File: src/rtl/ysyx_25060170_pipe_ctrl.sv
// Pipeline hazard/sequencing controller: drives PC and IF/ID, ID/EX, EX/LS hold/flush.
// Zero-latency hazard decode; a small FSM covers multi-cycle EX ops and LS memory waits.
module ysyx_25060170_pipe_ctrl #(
  parameter int MEM_TIMEOUT = 256
) (
  input  logic        clk,
  input  logic        rst,
  input  logic        i_id_valid,
  input  logic [4:0]  i_id_rs1_addr,
  input  logic [4:0]  i_id_rs2_addr,
  input  logic        i_id_rs1_use,
  input  logic        i_id_rs2_use,
  input  logic        i_ex_valid,
  input  logic        i_ex_rd_ena,
  input  logic [4:0]  i_ex_rd_addr,
  input  logic        i_ex_load_flag,
  input  logic        i_ex_redirect,
  input  logic        i_ex_mc_start,
  input  logic        i_ex_mc_done,
  input  logic        i_ls_req,
  input  logic        i_ls_ack,
  input  logic        i_trap,
  output logic        o_pc_hold,
  output logic        o_if_id_hold,
  output logic        o_id_ex_hold,
  output logic        o_ex_ls_hold,
  output logic        o_if_id_flush,
  output logic        o_id_ex_flush,
  output logic        o_ex_ls_flush,
  output logic        o_mc_abort,
  output logic        o_mem_timeout,
  output logic [31:0] o_stall_cycles
);

  typedef enum logic [1:0] {
    RUN      = 2'd0,
    MC_WAIT  = 2'd1,
    MEM_WAIT = 2'd2
  } state_t;

  localparam logic [15:0] WDOG_LAST = 16'(MEM_TIMEOUT - 1);

  state_t      r_state;
  state_t      w_next_state;
  logic [15:0] r_wdog;
  logic [15:0] w_wdog_next;
  logic [31:0] r_stall_cycles;

  logic w_load_use;
  logic w_rs1_hit;
  logic w_rs2_hit;

  logic w_pc_hold;
  logic w_if_id_hold;
  logic w_id_ex_hold;
  logic w_ex_ls_hold;
  logic w_if_id_flush;
  logic w_id_ex_flush;
  logic w_ex_ls_flush;
  logic w_mc_abort;
  logic w_mem_timeout;

  assign w_rs1_hit  = i_id_rs1_use && (i_id_rs1_addr == i_ex_rd_addr);
  assign w_rs2_hit  = i_id_rs2_use && (i_id_rs2_addr == i_ex_rd_addr);
  assign w_load_use = i_ex_valid && i_ex_load_flag && i_ex_rd_ena &&
                      (i_ex_rd_addr != 5'd0) && i_id_valid && (w_rs1_hit || w_rs2_hit);

  always_comb begin
    w_next_state  = r_state;
    w_wdog_next   = r_wdog;
    w_pc_hold     = 1'b0;
    w_if_id_hold  = 1'b0;
    w_id_ex_hold  = 1'b0;
    w_ex_ls_hold  = 1'b0;
    w_if_id_flush = 1'b0;
    w_id_ex_flush = 1'b0;
    w_ex_ls_flush = 1'b0;
    w_mc_abort    = 1'b0;
    w_mem_timeout = 1'b0;

    case (r_state)
      RUN: begin
        if (i_trap) begin
          w_if_id_flush = 1'b1;
          w_id_ex_flush = 1'b1;
          w_ex_ls_flush = 1'b1;
        end else if (i_ls_req && !i_ls_ack) begin
          w_pc_hold    = 1'b1;
          w_if_id_hold = 1'b1;
          w_id_ex_hold = 1'b1;
          w_ex_ls_hold = 1'b1;
          w_wdog_next  = 16'd0;
          w_next_state = MEM_WAIT;
        end else if (i_ex_mc_start && !i_ex_mc_done) begin
          // EX/LS takes a bubble while the multi-cycle unit owns EX.
          w_pc_hold     = 1'b1;
          w_if_id_hold  = 1'b1;
          w_id_ex_hold  = 1'b1;
          w_ex_ls_flush = 1'b1;
          w_next_state  = MC_WAIT;
        end else if (i_ex_redirect) begin
          w_if_id_flush = 1'b1;
          w_id_ex_flush = 1'b1;
        end else if (w_load_use) begin
          w_pc_hold     = 1'b1;
          w_if_id_hold  = 1'b1;
          w_id_ex_flush = 1'b1;
        end
      end

      MEM_WAIT: begin
        // Redirects, traps and mc starts here come from held instructions and
        // are re-presented once the pipeline resumes.
        if (i_ls_ack) begin
          w_next_state = RUN;
        end else if (r_wdog == WDOG_LAST) begin
          w_mem_timeout = 1'b1;
          w_if_id_flush = 1'b1;
          w_id_ex_flush = 1'b1;
          w_ex_ls_flush = 1'b1;
          w_next_state  = RUN;
        end else begin
          w_pc_hold    = 1'b1;
          w_if_id_hold = 1'b1;
          w_id_ex_hold = 1'b1;
          w_ex_ls_hold = 1'b1;
          w_wdog_next  = r_wdog + 16'd1;
        end
      end

      MC_WAIT: begin
        if (i_trap) begin
          w_mc_abort    = 1'b1;
          w_if_id_flush = 1'b1;
          w_id_ex_flush = 1'b1;
          w_ex_ls_flush = 1'b1;
          w_next_state  = RUN;
        end else if (i_ex_mc_done) begin
          w_next_state = RUN;
        end else begin
          w_pc_hold     = 1'b1;
          w_if_id_hold  = 1'b1;
          w_id_ex_hold  = 1'b1;
          w_ex_ls_flush = 1'b1;
        end
      end

      default: begin
        w_next_state = RUN;
      end
    endcase

    if (rst) begin
      w_pc_hold     = 1'b0;
      w_if_id_hold  = 1'b0;
      w_id_ex_hold  = 1'b0;
      w_ex_ls_hold  = 1'b0;
      w_if_id_flush = 1'b0;
      w_id_ex_flush = 1'b0;
      w_ex_ls_flush = 1'b0;
      w_mc_abort    = 1'b0;
      w_mem_timeout = 1'b0;
    end
  end

  always_ff @(posedge clk) begin
    if (rst) begin
      r_state        <= RUN;
      r_wdog         <= 16'd0;
      r_stall_cycles <= 32'd0;
    end else begin
      r_state <= w_next_state;
      r_wdog  <= w_wdog_next;
      if (w_pc_hold) begin
        r_stall_cycles <= r_stall_cycles + 32'd1;
      end
    end
  end

  assign o_pc_hold      = w_pc_hold;
  assign o_if_id_hold   = w_if_id_hold;
  assign o_id_ex_hold   = w_id_ex_hold;
  assign o_ex_ls_hold   = w_ex_ls_hold;
  assign o_if_id_flush  = w_if_id_flush;
  assign o_id_ex_flush  = w_id_ex_flush;
  assign o_ex_ls_flush  = w_ex_ls_flush;
  assign o_mc_abort     = w_mc_abort;
  assign o_mem_timeout  = w_mem_timeout;
  assign o_stall_cycles = r_stall_cycles;

endmodule
File: config.mk
export PLATFORM = sky130hd
export DESIGN_NAME = ysyx_25060170_pipe_ctrl
export DESIGN_NICKNAME = d
export VERILOG_FILES = /design/src/rtl/ysyx_25060170_pipe_ctrl.sv
export SDC_FILE = /design/constraint.sdc
export NUM_CORES = 1
export LEC_CHECK = 0
export BUFFER_PORTS_ARGS = -buffer_cell sky130_fd_sc_hd__buf_2
export CAP_MARGIN = 20
export CELL_PAD_IN_SITES_DETAIL_PLACEMENT = 0
export CELL_PAD_IN_SITES_GLOBAL_PLACEMENT = 2
export CORE_UTILIZATION = 30
export CTS_CLUSTER_DIAMETER = 50
export CTS_CLUSTER_SIZE = 30
export DETAILED_ROUTE_END_ITERATION = 8
export PLACE_DENSITY_LB_ADDON = 0.15
export SETUP_SLACK_MARGIN = 0.3
export SLEW_MARGIN = 10
export SYNTH_ARGS = -nofsm -noshare
export SYNTH_HDL_FRONTEND = slang
export SYNTH_SLANG_ARGS = --single-unit
File: constraint.sdc
create_clock -name clk -period 3.3 [get_ports clk]
set_clock_uncertainty 0.1 [all_clocks]
set_input_delay 0.33 -clock clk [delete_from_list [all_inputs] [get_ports clk]]
set_output_delay 0.33 -clock clk [all_outputs]
set_load 0.02 [all_outputs]
# == Word level (Yosys, flattened, before mapping) ==
# Index checks and enable logic that the tools add are counted.
# totals
ff_bits,50
in_bits,29
output_inout_bits,41
# op_classes
addsub,2
eq_ne,12
mux,57
reduce_logical,17
# ops
cell,n
$mux W16,4
$mux W1,38
$add A32 B1 Y32 const B,1
$pmux W16 S2,1
$add A16 B1 Y16 const B,1
$eq A16 B8 Y1 const B,1
$pmux W1 S3,5
$mux W2,7
$eq A5 B5 Y1,2
$logic_and A1 B1 Y1,9
$ne A3 B3 Y1 const B,3
$ne A2 B2 Y1 const B,4
$pmux W2 S3,1
$reduce_and A5 Y1,1
$reduce_bool A5 Y1,1
$reduce_and A4 Y1,1
$eq A2 B1 Y1 const B,1
$eq A2 B2 Y1 const B,1
$logic_not A1 Y1,2
$logic_not A2 Y1,1
$pmux W1 S2,1
$reduce_bool A2 Y1,1
$logic_or A1 B1 Y1,1

# == Longest topological paths before layout ==
# Gate-level depths: netlist (run 1).
# logic_depth
word_depth,12
depth_mapped,9
depth_no_buf,7

# == Least setup slack after synthesis (run 1) ==
# Ideal clock, no wire load.
# synth_timing
path_type,register to output
from,register r_wdog[9]
to,output o_pc_hold
arrival_ns,2.356
slack_ns,0.514
path_stages_with_launch,8
n_path_buf,2
cell_sequence,dfxtp_1 > or4_1 > or4_4 > a22o_4 > a22oi_4 > buf_2 > inv_1 > buf_4
# synth_via
elab_chain_cells,5
# synth_lines
item,line_no,source
start: declaration,45,logic [15:0] r_wdog;
start signal: assignment,173,r_wdog <= w_wdog_next;
$eq A16 B8 Y1,116,end else if (r_wdog == WDOG_LAST) begin
$mux W1 (2 in series),-,
$pmux W1 S3,-,
$mux W1,-,
end: declaration,23,"output logic o_pc_hold,"
# No other way between the ends.

# == Worst setup path in the final report (run 1) ==
# layout_timing
from,register r_wdog[8]
to,output o_if_id_hold
# layout_via
elab_chain_cells,5
# layout_lines
item,line_no,source
$eq A16 B8 Y1,116,
$mux W1,116,
$mux W1,114,if (i_ls_ack) begin
$pmux W1 S3,81,case (r_state)
$mux W1,153,if (rst) begin
end: declaration,24,"output logic o_if_id_hold,"
# No other way between the ends.

==> results of run 1 <==
## worst paths after layout
path | to | slack (ns) | startpoint
worst min register to register | o_stall_cycles[31] | 0.38 | o_stall_cycles[31]
worst max register to register | o_stall_cycles[26] | 0.54 | r_wdog[8]
worst max-delay path | o_if_id_hold | 0.39 | r_wdog[8]
worst min-delay path | r_state[1] | 0.16 | i_ls_ack
## power by group
group	total, mW	switching (mW)	internal [mW]	leakage, nW
sequential	0.610	0.00483	0.605	0.404
clock	0.431	0.204	0.227	0.0524
combinational	0.129	0.0781	0.0512	0.792
total	1.17	0.287	0.884	1.25
## cell usage after synthesis, types with 3 or more instances
cell type / count / area (um2)
and3_1: 9 / 56.30
nand4_1: 14 / 87.58
a21oi_1: 39 / 195.2
nor4_1: 12 / 75.07
nor2_1: 26 / 97.59
or3_1: 11 / 68.82
or2_2: 3 / 18.77
clkbuf_1: 12 / 45.04
nand3_1: 17 / 85.08
xnor2_1: 22 / 192.7
or4_1: 18 / 135.1
o21ai_0: 14 / 70.07
o31ai_1: 15 / 112.6
nor3_1: 6 / 30.03
dfxtp_1: 50 / 1001
inv_1: 12 / 45.04
nor4b_1: 4 / 35.03
buf_2: 4 / 20.02
nand2_1: 25 / 93.84
## layout make-up
type	instances	area (um2)	share of cell area
multi-input combinational	265	1633	0.4873
sequential	50	1006	0.3002
timing repair buffer	78	425.4	0.1270
tap	108	135.1	0.04033
clock buffer	7	76.32	0.02278
inverter	12	45.04	0.01344
clock inverter	1	30.03	0.008962
## logic make-up after synthesis
family | share of synthesized area
adder cells (fa/ha/maj) | 0.009020
XOR/XNOR | 0.06946
AND/OR/NAND/NOR | 0.3094
buffers and inverters | 0.05052
flip-flops | 0.3608
AO/OA/AOI/OAI | 0.2007
## worst register-to-register path, cell delays in order (launching register included)
cell     delay, ns
dfxtp_2       0.37
or4_1         0.51
or4_4         0.55
a22o_4        0.28
a22oi_4       0.24
buf_4         0.18
buf_12        0.19
or4_1         0.15
a21oi_1       0.06
## registers in the layout, summed over array words and instances (netlist names)
| signal | flops |
|---|---|
| o_stall_cycles | 32 |
| r_state | 2 |
| r_wdog | 16 |
## stage by stage
| stage | instances | power [mW] |
|---|---|---|
| 6_report | 521 | 1.171 |
| 5_1_grt | 521 | 1.226 |
| 4_1_cts | 520 | 1.189 |
| 3_5_place_dp | 511 | 0.7536 |
| 3_3_place_gp | 511 | 0.7536 |
| 2_1_floorplan | 346 | 0.7050 |
## layer usage
metal	global-route usage	routed length [um]	vias up
met5	0	0	-
met4	0.03444	45	0
met3	0.02720	240	4
met2	0.2454	3300	49
met1	0.2122	3549	1250
li1	-	-	1418
## what timing repair did
| action | 4_1_cts | 5_1_grt |
|---|---|---|
| gates resized for setup | 0 | 3 |
| setup buffers | 1 | 1 |
| endpoints found under the setup margin | 2 | 2 |
| endpoints found under the hold margin | 0 | 0 |
| pin swaps | 1 | 3 |
==> results_dict.tcl, run 1 <==
set metrics [dict create \
    run_status "completed" \
    io_pins 70 \
    finalHoldViolCount 0 \
    finalSetupViolations 0 \
    initialDrtViolationCount 120 \
    synthToLayoutAreaGrowth_pct 20.79 \
    final_nets 443 \
    arrival_ns 2.48 \
    h-tree-depth 2 \
    max_stage_delay_ns 0.55 \
    fin_setup_tns_ns 0 \
    hpwl_mm 5.095 \
    drv_slew 0 \
    ant_nets 0 \
    power_leakage_nw 1.249 \
    whs_path_depth 2 \
    synth_edf_count 0 \
    rows 34 \
    path_delay_family "simple AND/OR/NAND/NOR gates" \
    drive_above_1_share 0.2349 \
    powerDensity_nw_per_um2 349.4 \
    syn_nets 377 \
    hp-class "in -> reg" \
    post-route-util 0.3787 \
    max_cap_violations 0 \
    root_buffer "clkbuf_8" \
    dpl_worst_slack_ns 0.5736 \
    vias 2721 \
    antenna_found_initial 0 \
    die_y_um 98.16 \
    cp.depth 6 \
    grtUsageTotal 0.1524 \
    grt_max_degree 44 \
    worst_r2r_path_depth 8 \
    cts_tree "done" \
    path_class "reg -> out" \
    start_kind "register" \
    path_buf_inv 2 \
    drc 0 \
    clk_pin_slew_ns 0.09 \
    cp.required_ns 2.87 \
    fill_cells 958 \
    clk_path_buf_depth 2 \
    cp_cell_sequence "or4_1 > or4_4 > a22o_4 > a22oi_4 > inv_1 > buf_2" \
    final_cell_mix "69 x buf_2, 48 x dfxtp_1, 39 x a21oi_1" \
    fin_hold_ws_ns 0.1559 \
    start_util 0.3135 \
    layout_commonest_cell "buf_2" \
    routedWlPerCell_um 13.69 \
    min_period_ns 2.907 \
    place_congestion 0.7765 \
    yosys_warnings 0 \
    async_flop_share 0 \
    netlist_instances 346 \
    grt-ovfl-total 0 \
    fmax_mhz 344.0 \
    yosysUniqueCellTypes 43 \
    synth-seq-cells 50 \
    syn_avg_cell_area_um2 8.017 \
    numCtsBuffers 5 \
    viasPerCell 5.223 \
    ctsHoldBuffers 0 \
    synth_area_um2 2774 \
    drt_wl_total_mm 7.135 \
    clkSinkCount 50 \
    grt_pass1_wl_mm 12.15 \
    dr.pass1.iters 6 \
    post-route-period-util 0.8808 \
    final_area_um2 3351 \
    crit_slowest_cell "or4_4" \
    dieArea_um2 9635 \
    die_w_um 98.16 \
    grt_pass1_vias 2512 \
    core-area_um2 8848 \
    end_kind "output port" \
    ir_drop_uv 269.9 \
    max-slew-margin-rel 0.5584 \
    placed_area_um2 3224 \
    io_buffers 69 \
    rsz0062_at_grt "false" \
    clk_latency_ns 0.30 \
    critPathMaxFanout 6 \
    synth_flop_cell "dfxtp_1" \
    worst_slack_ns 0.3934 \
    worstMarginPinSlew_ns 0.6574 \
    antenna_cells 0 \
    yosysSeqAreaShare 0.3608 \
]
Note: power is estimated with default switching activity, not from simulation.
==> run 2: changes to the inputs <==
--- a/config.mk
+++ b/config.mk
@@ -9,7 +9,8 @@
 export CAP_MARGIN = 20
 export CELL_PAD_IN_SITES_DETAIL_PLACEMENT = 0
 export CELL_PAD_IN_SITES_GLOBAL_PLACEMENT = 2
-export CORE_UTILIZATION = 30
+export CORE_MARGIN = 4
+export CORE_UTILIZATION = 32
 export CTS_CLUSTER_DIAMETER = 50
 export CTS_CLUSTER_SIZE = 30
 export DETAILED_ROUTE_END_ITERATION = 8
==> constraint.sdc (replaced) <==
create_clock -name clk -period 3.5 [get_ports clk]
set_clock_uncertainty 0.1 [all_clocks]
set_input_delay 0.35 -clock clk [delete_from_list [all_inputs] [get_ports clk]]
set_output_delay 0.35 -clock clk [all_outputs]
set_load 0.02 [all_outputs]
==> run 2 against run 1 <==
  * Clock power down 18%
  * Final cell count down 1.3%
  * Combinational power down 10%
  * Critical path depth down 1
  * Register-to-register slack better by 0.21 ns
  * Die area up 6.1%
  * Wire length up 1.7%
  * Critical endpoint is now o_ex_ls_hold
==> results_dict.tcl, run 2 (synthesis gave the netlist of run 1 again) <==
set metrics [dict create \
    crit_path_end "o_ex_ls_hold" \
    cp.depth 5 \
    clk_pin_slew_ns 0.09 \
    drc 0 \
    viasPerCell 5.243 \
    dieArea_um2 10220 \
    finalHoldViolCount 0 \
    max-slew-margin-rel 0.5765 \
    synthToLayoutAreaGrowth_pct 18.40 \
    io_buffers 69 \
    reg2reg_from "r_wdog[9]" \
    start_util 0.3326 \
    drv_slew 0 \
    rsz0062_at_grt "false" \
    post_cts_buffers 0 \
    post-route-period-util 0.8451 \
    rrSetupSlack_ns 0.75 \
    clkSinkCount 50 \
    ctsHoldBuffers 0 \
    finalSetupViolations 0 \
    fin_hold_ws_ns 0.1704 \
    path_delay_family "simple AND/OR/NAND/NOR gates" \
    drt_wl_total_mm 7.254 \
    power_leakage_nw 1.217 \
    final_cell_count_no_fill 514 \
    crit_start "r_wdog[9]" \
    hp-class "in -> reg" \
    initialDrtViolationCount 154 \
    end_kind "output port" \
    worst_r2r_path_depth 7 \
    min_period_ns 2.958 \
    p_total_mw 1.048 \
    rows 33 \
    hpwl_mm 5.232 \
    grt_pass1_vias 2625 \
    fmax_mhz 338.1 \
    grt_max_degree 38 \
    path_class "reg -> out" \
    arrival_ns 2.51 \
    ir_drop_uv 141.5 \
    cp_cell_sequence "or4_1 > or4_4 > a21boi_2 > nor4_1 > buf_2" \
    final_area_um2 3284 \
    clk_path_buf_depth 2 \
    run_status "completed" \
    core-area_um2 8341 \
    max_stage_delay_ns 0.55 \
    routedWlPerCell_um 14.11 \
    cts_tree "done" \
    ant_nets 0 \
    clk_latency_ns 0.30 \
    root_buffer "clkbuf_8" \
    start_kind "register" \
    dr.pass1.iters 4 \
    fin_setup_tns_ns 0 \
    worstMarginPinSlew_ns 0.6304 \
    placed_area_um2 3193 \
    grtUsageTotal 0.1471 \
    die_y_um 101.1 \
    grt-ovfl-total 0 \
    worst_slack_ns 0.5420 \
    grt_pass1_wl_mm 12.34 \
    vias 2695 \
    crit_slowest_cell "or4_4" \
    hp-start "i_ls_ack" \
    powerDensity_nw_per_um2 319.0 \
    post-route-util 0.3938 \
    path_buf_inv 1 \
    cp.required_ns 3.05 \
    fill_cells 894 \
    numCtsBuffers 5 \
    place_congestion 0.7399 \
    largest_reg_flops 32 \
    h-tree-depth 2 \
    final_cell_mix "69 x buf_2, 50 x dfxtp_1, 39 x a21oi_1" \
    io_pins 70 \
    final_nets 439 \
    critPathMaxFanout 12 \
    r2r-end "o_stall_cycles[6]" \
    antenna_cells 0 \
    die_w_um 101.1 \
    dpl_worst_slack_ns 0.7296 \
    layout_commonest_cell "buf_2" \
    dp_cells 506 \
    antenna_found_initial 0 \
    cts_resized 0 \
    drive_above_1_share 0.2249 \
    max_cap_violations 0 \
]
==> run 2: worst min path at each step <==
stage                               endpoint  cells past startpoint
after floorplan                   r_state[1]                      1
after global placement    o_stall_cycles[31]                      2
after detailed placement  o_stall_cycles[31]                      2
after CTS                         r_state[1]                      2
after global routing              r_state[1]                      2
final                             r_state[1]                      2
==> run 2: routing by layer <==
layer  track usage  share of wire  wire length [um]  up-vias
met4       0.03067         0.0074                54        0
met1        0.2017           0.49              3546     1230
met2        0.2425           0.47              3388       42
met5             0              0                 0        -
met3       0.02630          0.036               264        5
li1              -              -                 -     1418
==> run 2: report_power, final <==
| part | leakage [nW] | internal (mW) | total, mW | switching [mW] |
|---|---|---|---|---|
| Sequential | 0.403 | 0.571 | 0.577 | 0.00530 |
| Clock | 0.0482 | 0.160 | 0.355 | 0.195 |
| Combinational | 0.766 | 0.0440 | 0.116 | 0.0721 |
| Total | 1.22 | 0.776 | 1.05 | 0.272 |
==> run 2: area by class of cell <==
type | count | area, um2 | area share
timing repair buffer | 74 | 382.9 | 0.1166
sequential | 50 | 1001 | 0.3048
tap | 105 | 131.4 | 0.04000
clock buffer | 7 | 86.33 | 0.02629
clock inverter | 1 | 5.005 | 0.001524
multi-input combinational | 265 | 1633 | 0.4971
inverter | 12 | 45.04 | 0.01371
